[src/rtl/tetris_collision_check.sv]
// Checks whether a candidate tetromino placement is legal: walks the 4 cells from the
// offsets block, bounds-checks each one and looks it up in the 1-cycle-latency board RAM.
module tetris_collision_check #(
    parameter int BOARD_W = 10,
    parameter int BOARD_H = 20,
    parameter int ADDR_W  = 8
) (
    input  logic              clk,
    input  logic              reset,
    input  logic              req_valid,
    output logic              req_ready,
    input  logic [3:0]        req_x,
    input  logic [4:0]        req_y,
    input  logic [2:0]        req_shape,
    input  logic [1:0]        req_rot,
    output logic [2:0]        off_shape,
    output logic [1:0]        off_rot,
    input  logic [1:0]        dx0,
    input  logic [1:0]        dx1,
    input  logic [1:0]        dx2,
    input  logic [1:0]        dx3,
    input  logic [1:0]        dy0,
    input  logic [1:0]        dy1,
    input  logic [1:0]        dy2,
    input  logic [1:0]        dy3,
    output logic              rd_en,
    output logic [ADDR_W-1:0] rd_addr,
    input  logic              rd_data,
    output logic              resp_valid,
    input  logic              resp_ready,
    output logic              resp_blocked,
    output logic              resp_oob
);

    typedef enum logic [1:0] {IDLE, ISSUE, DRAIN, DONE} state_e;

    localparam logic [4:0]        BW_X = 5'(BOARD_W);
    localparam logic [5:0]        BH_Y = 6'(BOARD_H);
    localparam logic [ADDR_W-1:0] BW_A = ADDR_W'(BOARD_W);

    state_e      state_q, state_d;
    logic [1:0]  idx_q, idx_d;
    logic [3:0]  x_q, x_d;
    logic [4:0]  y_q, y_d;
    logic [2:0]  shape_q, shape_d;
    logic [1:0]  rot_q, rot_d;
    logic        blocked_q, blocked_d;
    logic        oob_q, oob_d;

    logic [1:0]        dx_sel, dy_sel;
    logic [4:0]        cell_x;
    logic [5:0]        cell_y;
    logic              cell_oob;
    logic              hit;
    logic [ADDR_W-1:0] cell_addr;

    always_comb begin
        case (idx_q)
            2'd0:    begin dx_sel = dx0; dy_sel = dy0; end
            2'd1:    begin dx_sel = dx1; dy_sel = dy1; end
            2'd2:    begin dx_sel = dx2; dy_sel = dy2; end
            default: begin dx_sel = dx3; dy_sel = dy3; end
        endcase
    end

    // Widened sums so an anchor near the edge reports OOB instead of wrapping back in.
    assign cell_x    = {1'b0, x_q} + {3'b000, dx_sel};
    assign cell_y    = {1'b0, y_q} + {4'b0000, dy_sel};
    assign cell_oob  = (cell_x >= BW_X) || (cell_y >= BH_Y);
    assign cell_addr = ADDR_W'(cell_y) * BW_A + ADDR_W'(cell_x);
    // rd_data in ISSUE idx>=1 is the occupancy of the previous cell.
    assign hit       = (idx_q != 2'd0) && rd_data;

    always_comb begin
        state_d    = state_q;
        idx_d      = idx_q;
        x_d        = x_q;
        y_d        = y_q;
        shape_d    = shape_q;
        rot_d      = rot_q;
        blocked_d  = blocked_q;
        oob_d      = oob_q;
        req_ready  = 1'b0;
        rd_en      = 1'b0;
        rd_addr    = '0;
        resp_valid = 1'b0;
        case (state_q)
            IDLE: begin
                req_ready = 1'b1;
                if (req_valid) begin
                    x_d       = req_x;
                    y_d       = req_y;
                    shape_d   = req_shape;
                    rot_d     = req_rot;
                    idx_d     = 2'd0;
                    blocked_d = 1'b0;
                    oob_d     = 1'b0;
                    state_d   = ISSUE;
                end
            end
            ISSUE: begin
                if (hit) begin
                    blocked_d = 1'b1;
                    oob_d     = 1'b0;
                    state_d   = DONE;
                end else if (cell_oob) begin
                    blocked_d = 1'b1;
                    oob_d     = 1'b1;
                    state_d   = DONE;
                end else begin
                    rd_en   = 1'b1;
                    rd_addr = cell_addr;
                    if (idx_q == 2'd3) state_d = DRAIN;
                    else               idx_d   = idx_q + 2'd1;
                end
            end
            DRAIN: begin
                blocked_d = rd_data;
                oob_d     = 1'b0;
                state_d   = DONE;
            end
            default: begin
                resp_valid = 1'b1;
                if (resp_ready) state_d = IDLE;
            end
        endcase
    end

    always_ff @(posedge clk or posedge reset) begin
        if (reset) begin
            state_q   <= IDLE;
            idx_q     <= 2'd0;
            x_q       <= 4'd0;
            y_q       <= 5'd0;
            shape_q   <= 3'd0;
            rot_q     <= 2'd0;
            blocked_q <= 1'b0;
            oob_q     <= 1'b0;
        end else begin
            state_q   <= state_d;
            idx_q     <= idx_d;
            x_q       <= x_d;
            y_q       <= y_d;
            shape_q   <= shape_d;
            rot_q     <= rot_d;
            blocked_q <= blocked_d;
            oob_q     <= oob_d;
        end
    end

    assign off_shape    = shape_q;
    assign off_rot      = rot_q;
    assign resp_blocked = blocked_q;
    assign resp_oob     = oob_q;

endmodule

[config.mk]
export PLATFORM = sky130hd
export DESIGN_NAME = tetris_collision_check
export DESIGN_NICKNAME = d
export VERILOG_FILES = /design/src/rtl/tetris_collision_check.sv
export SDC_FILE = /design/constraint.sdc
export NUM_CORES = 1
export LEC_CHECK = 0
export ABC_AREA = 1
export ABC_CLOCK_PERIOD_IN_PS = 7250
export CAP_MARGIN = 20
export CORE_MARGIN = 5
export CORE_UTILIZATION = 52
export CTS_BUF_LIST = sky130_fd_sc_hd__clkbuf_16
export CTS_CLUSTER_DIAMETER = 200
export DETAILED_ROUTE_END_ITERATION = 8
export GPL_ROUTABILITY_DRIVEN = 0
export PLACE_DENSITY = 0.86
export SLEW_MARGIN = 15
export SYNTH_ARGS = -nofsm -noshare
export SYNTH_HDL_FRONTEND = slang
export SYNTH_SLANG_ARGS = --single-unit
[constraint.sdc]
create_clock -name clk -period 7.25 [get_ports clk]
set_clock_uncertainty 0.2 [all_clocks]
set_input_delay 1.45 -clock clk [delete_from_list [all_inputs] [get_ports clk]]
set_output_delay 1.45 -clock clk [all_outputs]
set_load 0.05 [all_outputs]
==> metrics.cfg <==
[clocking]
htree_levels = 1
postCtsSetupBuffers = 0
cts-hold-fix-buffers = 0
cts-buffers-inserted = 3
clkTransAtPathRegs_ns = 0.05
ctsResizeCount = 0
cts_sinks = 20
clk_path_buf_depth = 2
insertion_delay_ns = 0.25
cts_tree = yes
root_buffer = clkbuf_16

[grt]
grt_max_degree = 21
grtUsageTotal_pct = 17.8
overflow = 0
first_global_vias = 1751
grt_pass1_wl_um = 7210
antenna_found_initial = 0

[outcome]
status = completed

[finish]
nets = 357
final_layout_size_suffix_gt1_share_pct = 14.3
area_growth_pct = 33.1
fillers = 292
diodes = 0

[logic_synthesis]
ys_seq_area_share_pct = 26.2
yosys.area.top_type = dfrtp_1
synth_edf_count = 0
avgSynthCellArea_sq_um = 7.96
synth.top_cell.area_share_pct = 26.2
synth_common_cells = 51 x nand2_1, 36 x inv_1, 25 x nor2_1, 24 x ha_1, 20 x dfrtp_1
synth_area_leaders = dfrtp_1 26%, ha_1 16%, nand2_1 10%
ys_seq_elements = 20
synth_fp_nets = 303
synth.distinct_cells = 31
synth_ff_type = dfrtp_1
ys_warn_count = 0
synthesis.area_sq_mm = 0.00191
synthCells = 240
synth.most_common_cell = nand2_1
async_flop_share_pct = 100

[critical_path]
end_kind = output port
r2r_slack_ns = 4.00
worst_setup_path_start_kind = input port
cp_max_fo = 5
crit_required_ns = 5.60
cp.arrival_ns = 5.08
crit_type = input port to output port

[floorplan]
fp.dieH_um = 70.6
die_x_um = 70.6
initial_utilization_pct = 52.9
die-area_sq_mm = 0.00498
io_pins = 53
num_rows = 22
core_sq_mm = 0.00361

[drt]
routed_wl_um = 4170
via_per_inst = 4.97
ant_nets = 0
route.vias.total = 1695
avgRoutedWirePerCell_um = 12.2
drt-initial-drc-count = 50
drc = 0
drtPass1Iterations = 4

[sta]
min_period_over_period_pct = 92.8
rsz0062_at_grt = false
finalSetupViolations = 0
hold_viol = 0
fin_setup_tns_ns = 0
min_period_ns = 6.73
worst_pin_slew_ns = 0.752
relSlewSlack_pct = 49.8
slew_viol_final = 0
clock.fmax_mhz = 149

[run]
cap_viol_max_count = 0

[hold_path]
hp-class = register to register

[placement]
portBuffers = 52
dp_hpwl_um = 3470

==> layout by cell type (no fill, tap or decap), types with 3 or more instances in the layout <==
master,n
nand3_2,4
clkbuf_16,3
nand2_1,51
o21ai_2,3
nand4_1,3
dfrtp_1,20
a21oi_2,3
fa_1,4
clkdlybuf4s50_1,49
a21oi_1,12
buf_4,3
ha_1,24
inv_1,36
nand2_2,4
nor2_1,25
mux2_2,8
o21ai_1,3
a31oi_1,3
inv_2,6
nand3_1,13
==> layer usage <==
| layer | global-route usage, % | share of wire (%) |
|---|---|---|
| met1 | 20.9 | 44 |
| met3 | 3.84 | 5.8 |
| met4 | 7.31 | 2.2 |
| met5 | 0 | 0 |
| met2 | 31.4 | 48 |
==> layout make-up <==
| class | instances | area (sq um) | area share (%) |
|---|---|---|---|
| multi-input cells | 175 | 1230 | 48.4 |
| clock inverters | 1 | 3.75 | 0.148 |
| well taps | 48 | 60.1 | 2.36 |
| inverters | 42 | 158 | 6.20 |
| flip-flops and latches | 20 | 500 | 19.7 |
| repair buffers | 52 | 513 | 20.2 |
| clock buffers | 3 | 75.1 | 2.95 |
==> critical path, cell delays in order <==
cell and delay (ns):
clkdlybuf4s50_1 0.45, nand2_1 0.05, a31oi_1 0.28, ha_1 0.21
inv_1 0.05, fa_1 0.41, xor2_2 0.20, inv_1 0.06
ha_1 0.27, ha_1 0.37, a21oi_1 0.18, nand2_1 0.12
a21oi_2 0.15, clkdlybuf4s50_1 0.81
==> path summary, 6_finish.rpt <==
check | startpoint | end | cells past startpoint
setup / recovery | dy1[0] | rd_addr[4] | 14
setup reg to reg | idx_q[0] | resp_blocked | 18
hold / removal | resp_oob | resp_oob | 2
min in group asynchronous | reset | off_rot[1] | 2
max in group asynchronous | reset | resp_blocked | 2
hold reg to reg | resp_oob | resp_oob | 2
==> per-stage QoR <==
stage	utilization (%)	hold WS (ns)	instances	cell area, sq um	setup slack (ns)
3_5_place_dp	68.3	0.278	337	2460	0.489
2_1_floorplan	-	0.286	240	1910	1.06
6_report	70.5	0.306	341	2540	0.523
3_3_place_gp	68.3	0.287	337	2460	0.584
5_1_grt	70.5	0.338	341	2540	0.315
4_1_cts	70.5	0.307	341	2540	0.485
==> cell families after synthesis <==
logic type,Yosys count,share of synthesized area (%)
AOI/OAI and AO/OA,29,9.50
xor gates and xnor gates,4,3.21
adders and majority gates,28,19.9
buffers and inverters,45,9.30
DFF,20,26.2
muxes,8,4.72
and+or+nand+nor,106,27.1
==> flip-flops by register name, indices dropped and copies added, names as in the netlist <==
name / flops
y_q: 5
x_q: 4
off_shape: 3
idx_q: 2
off_rot: 2
state_q: 2
resp_blocked: 1
resp_oob: 1
Power is left out: the tool's default activity adds up to more than one toggle a clock period on the data nets, which glitch-free logic cannot reach.
==> variant 1: new RTL, same flow settings <==
Take the reset off `x_q` and `y_q` and load them in a clocked block of their own.
--- a/src/rtl/tetris_collision_check.sv
+++ b/src/rtl/tetris_collision_check.sv
@@ -130,8 +130,6 @@
         if (reset) begin
             state_q   <= IDLE;
             idx_q     <= 2'd0;
-            x_q       <= 4'd0;
-            y_q       <= 5'd0;
             shape_q   <= 3'd0;
             rot_q     <= 2'd0;
             blocked_q <= 1'b0;
@@ -139,13 +137,16 @@
         end else begin
             state_q   <= state_d;
             idx_q     <= idx_d;
-            x_q       <= x_d;
-            y_q       <= y_d;
             shape_q   <= shape_d;
             rot_q     <= rot_d;
             blocked_q <= blocked_d;
             oob_q     <= oob_d;
         end
+    end
+
+    always_ff @(posedge clk) begin
+        x_q <= x_d;
+        y_q <= y_d;
     end
 
     assign off_shape    = shape_q;
Formal check against the unedited RTL: same outputs for any inputs over 10 cycles, from zero or initial values and one cycle with reset high; that may be too few to reach the edited logic, so the function may still have changed.
==> variant 1 against the unedited design <==
First-iteration DRC count increased by 110%. Global-route usage decreased by 0.24 points. Cell area decreased by 3.4%. Synthesized area decreased by 5.0%. Synthesized cell count decreased by 2.9%. Routed wire length decreased by 4.3%. Fmax decreased by 3.1%. Register-to-register slack improved by 150 ps. Sequential cell count unchanged. Setup slack got worse by 220 ps.
Power is left out: the tool's default activity adds up to more than one toggle a clock period on the data nets, which glitch-free logic cannot reach.
==> variant 1: results (changes against the unedited design) <==
outcome=complete, no violations; Placed Area=2380 sq um (-3.5%); diode count=0 (unchanged); Worst-Margin Slew=498 ps (-254 ps); CP Max Fanout=5 (unchanged); slowest stage delay, CP=800 ps; H-tree Lvls=1 (unchanged); largest net degree at the start of global routing=15 (-29%); max layer used=met4; WP data arrival=5300 ps (+220 ps); wl on met1=1700 um (-7.4%); layout cells sized above 1=0.0799 (-0.0635); RR Endpoint=idx_q[0]; # nets final=352 (-1.4%); aggregate global-route resource usage=0.175 (-0.00244); Worst Setup EP=rd_addr[5]; Worst R2R Path Depth=15 (-3); hpwl dp=3320 um (-4.3%); synth top area cells=ha_1 17%, dfrtp_1 15%, edfxtp_1 15%; number of global-route vias before repair=1651 (-5.7%); first drt pass iteration count=4 (unchanged); via count of the routed design=1634 (-3.6%); library cells used by synthesis=29 (-6.5%); first-pass GRT wire length=6980 um (-3.3%); R2R Setup Slk=4150 ps (+150 ps); EDFF count, synth=9 (+9); met3 WL=277 um (+14%); initial DRC count=107 (+110%); Post-synth top cells=68 x nand2_1, 41 x inv_1, 24 x ha_1; Mapped Nets=296 (-2.3%); Post-synth ARST share=0.550 (-0.450); Worst setup startpoint=dy2[1]; Seq/Total Area, Yosys=0.301 (+0.0386); met2 routed WL=1950 um (-2.3%); final WL=3990 um (-4.3%); critical path's top delay family=adder cells; filler instances=279 (-4.5%); initial antenna violation count=0 (unchanged); area occupied by multi-input gates=1100 sq um (-11%)
==> variant 1: cell types whose count changed after synthesis, moves of 5 or more <==
cell	delta
inv_2	-5
a21oi_1	-6
nor2_1	-5
dfrtp_1	-9
inv_1	+5
nand2_1	+17
edfxtp_1	+9
mux2_2	-8
==> variant 1: how the worst min path moves through the flow <==
stage,startpoint,endpoint,slack (ps),cells after the start
final,off_shape[2],off_shape[2],270,2
after detailed placement,off_shape[2],off_shape[2],260,2
after CTS,off_shape[2],off_shape[2],280,2
after global routing,off_rot[1],off_rot[1],310,2
after floorplan,idx_q[1],idx_q[1],290,2
after global placement,off_shape[2],off_shape[2],260,2
==> variant 1: logic make-up after synthesis <==
logic type               after synthesis  synth area share
AO/OA/AOI/OAI                         24            0.0876
AND/OR/NAND/NOR                      114             0.286
flip-flops                            20             0.301
XOR/XNOR                               4            0.0235
adder cells (fa/ha/maj)               28             0.210
buffers and inverters                 43            0.0931
==> variant 1: cell type report <==
| type | instances | area share |
|---|---|---|
| timing repair buffer | 52 | 0.210 |
| multi-input combinational | 170 | 0.448 |
| tap | 46 | 0.0234 |
| clock inverter | 1 | 0.00153 |
| sequential | 20 | 0.222 |
| inverter | 42 | 0.0642 |
| clock buffer | 3 | 0.0306 |
==> variant 1: routing by layer <==
| layer | global-route usage | vias to the layer above |
|---|---|---|
| met3 | 0.0465 | 6 |
| met5 | 0 | - |
| met2 | 0.307 | 46 |
| met4 | 0.0456 | 0 |
| met1 | 0.211 | 734 |
| li1 | - | 848 |
==> variant 1: through the flow <==
stage	hold WS (ps)	cells	setup WS [ps]
after floorplan	291	233	1060
after global placement	265	330	365
after detailed placement	264	330	311
after CTS	280	334	296
after global routing	310	334	49.6
final	275	334	305
==> variant 1: tightest hold or removal path, cell delays in order (launching register included) <==
cell and delay [ps]:
dfrtp_1 340, nand2_1 50, nand2_1 50
==> variant 2: new RTL, config.mk and constraints unchanged <==
Without the edit above. `ADDR_W`: 8 -> 9.
--- a/src/rtl/tetris_collision_check.sv
+++ b/src/rtl/tetris_collision_check.sv
@@ -3,7 +3,7 @@
 module tetris_collision_check #(
     parameter int BOARD_W = 10,
     parameter int BOARD_H = 20,
-    parameter int ADDR_W  = 8
+    parameter int ADDR_W  = 9
 ) (
     input  logic              clk,
     input  logic              reset,
Interface: changed (resized rd_addr); port bits go from 53 to 54. No check against the original RTL was run, so the function may have changed too.
==> variant 2 against the unedited design <==
Highest routed layer unchanged. Routed wire length up 6.5%. Setup slack worse by 97 ps. Sequential cell count unchanged. Critical path depth up 1. Synthesized area down 2.6%. Cell area down 0.54%. Final cell count down 0.29%.
Power is left out: the tool's default activity adds up to more than one toggle a clock period on the data nets, which glitch-free logic cannot reach.
==> variant 2: results (changes against the unedited design) <==
nonclk inv count=41 (-2.4%); WP data arrival=5170 ps (+90 ps); smallest hold slack=289 ps (-17.2 ps); Worst R2R Path Depth=14 (-4); final WL=4450 um (+6.5%); Placed Area=2420 sq um (-1.6%); Placed Cells=336 (-0.30%); fin util=0.746 (+0.0409); pre-CTS WS=423 ps (-65.8 ps); filler instances=250 (-14%); Worst-Margin Slew=787 ps (+35.0 ps); via count of the routed design=1738 (+2.5%); Post-synth top cells=49 x nand2_1, 40 x inv_1, 30 x nor2_1; R2R Setup Slk=4090 ps (+90 ps); count of port buffers added during placement=53 (+1.9%); met2 Use GR=0.346 (+0.0323); library cells used by synthesis=29 (-6.5%); # nets final=358 (+0.28%); outcome=complete, no violations; first-pass GRT wire length=7550 um (+4.7%); clock-cell share of area=0.0416 (+0.0106); synth top area cells=dfrtp_1 27%, ha_1 16%, nand2_1 9.9%; area occupied by multi-input gates=1190 sq um (-3.4%); Seq/total area=0.198 (+0.00107); met3 GRT Util=0.0246 (-0.0137); grt met1 use=0.219 (+0.0105); Mapped Avg Cell Area=7.75 sq um (-2.6%); minimum clock period=6820 ps (+96.9 ps); reg2reg start=idx_q[0]; CP Max Fanout=4 (-1); Worst-Skew Late Latency=250 ps (about the same); aggregate global-route resource usage=0.187 (+0.00962); Vias/cell=5.11 (+2.8%); non-clk buf share=0.206 (+0.00407); initial DRC count=60 (+20%); count of plain and timing-repair buffers=53 (+1.9%)
==> variant 2: changes by cell type after synthesis, sizes merged, moves of 2 or more <==
cell / delta
nand2: -4
nand3: -2
o21ai: -3
xor2: +3
xnor2: +2
nor2: +4
==> variant 2: routing by layer <==
layer / vias to the layer above / routed length (um)
met5: - / 0
met3: 4 / 267
met1: 807 / 1820
met2: 54 / 2300
met4: 0 / 54
li1: 873 / -
==> variant 2: worst max-delay path, cell delays in order <==
cell	delay, ps
clkdlybuf4s50_1	450
nand2_1	50
a31oi_1	220
ha_1	230
inv_1	60
fa_1	430
xor2_1	220
inv_1	90
ha_1	300
ha_1	340
a21oi_1	190
nand2_1	100
xnor2_1	130
nor2_1	100
clkdlybuf4s50_1	810
==> variant 2: cell families after synthesis <==
family,after synthesis,share of synthesized area
AOI/OAI and AO/OA,25,0.0794
DFF,20,0.269
xor gates and xnor gates,9,0.0464
muxes,9,0.0545
adders and majority gates,28,0.204
buffers and inverters,44,0.0915
and+or+nand+nor,105,0.255
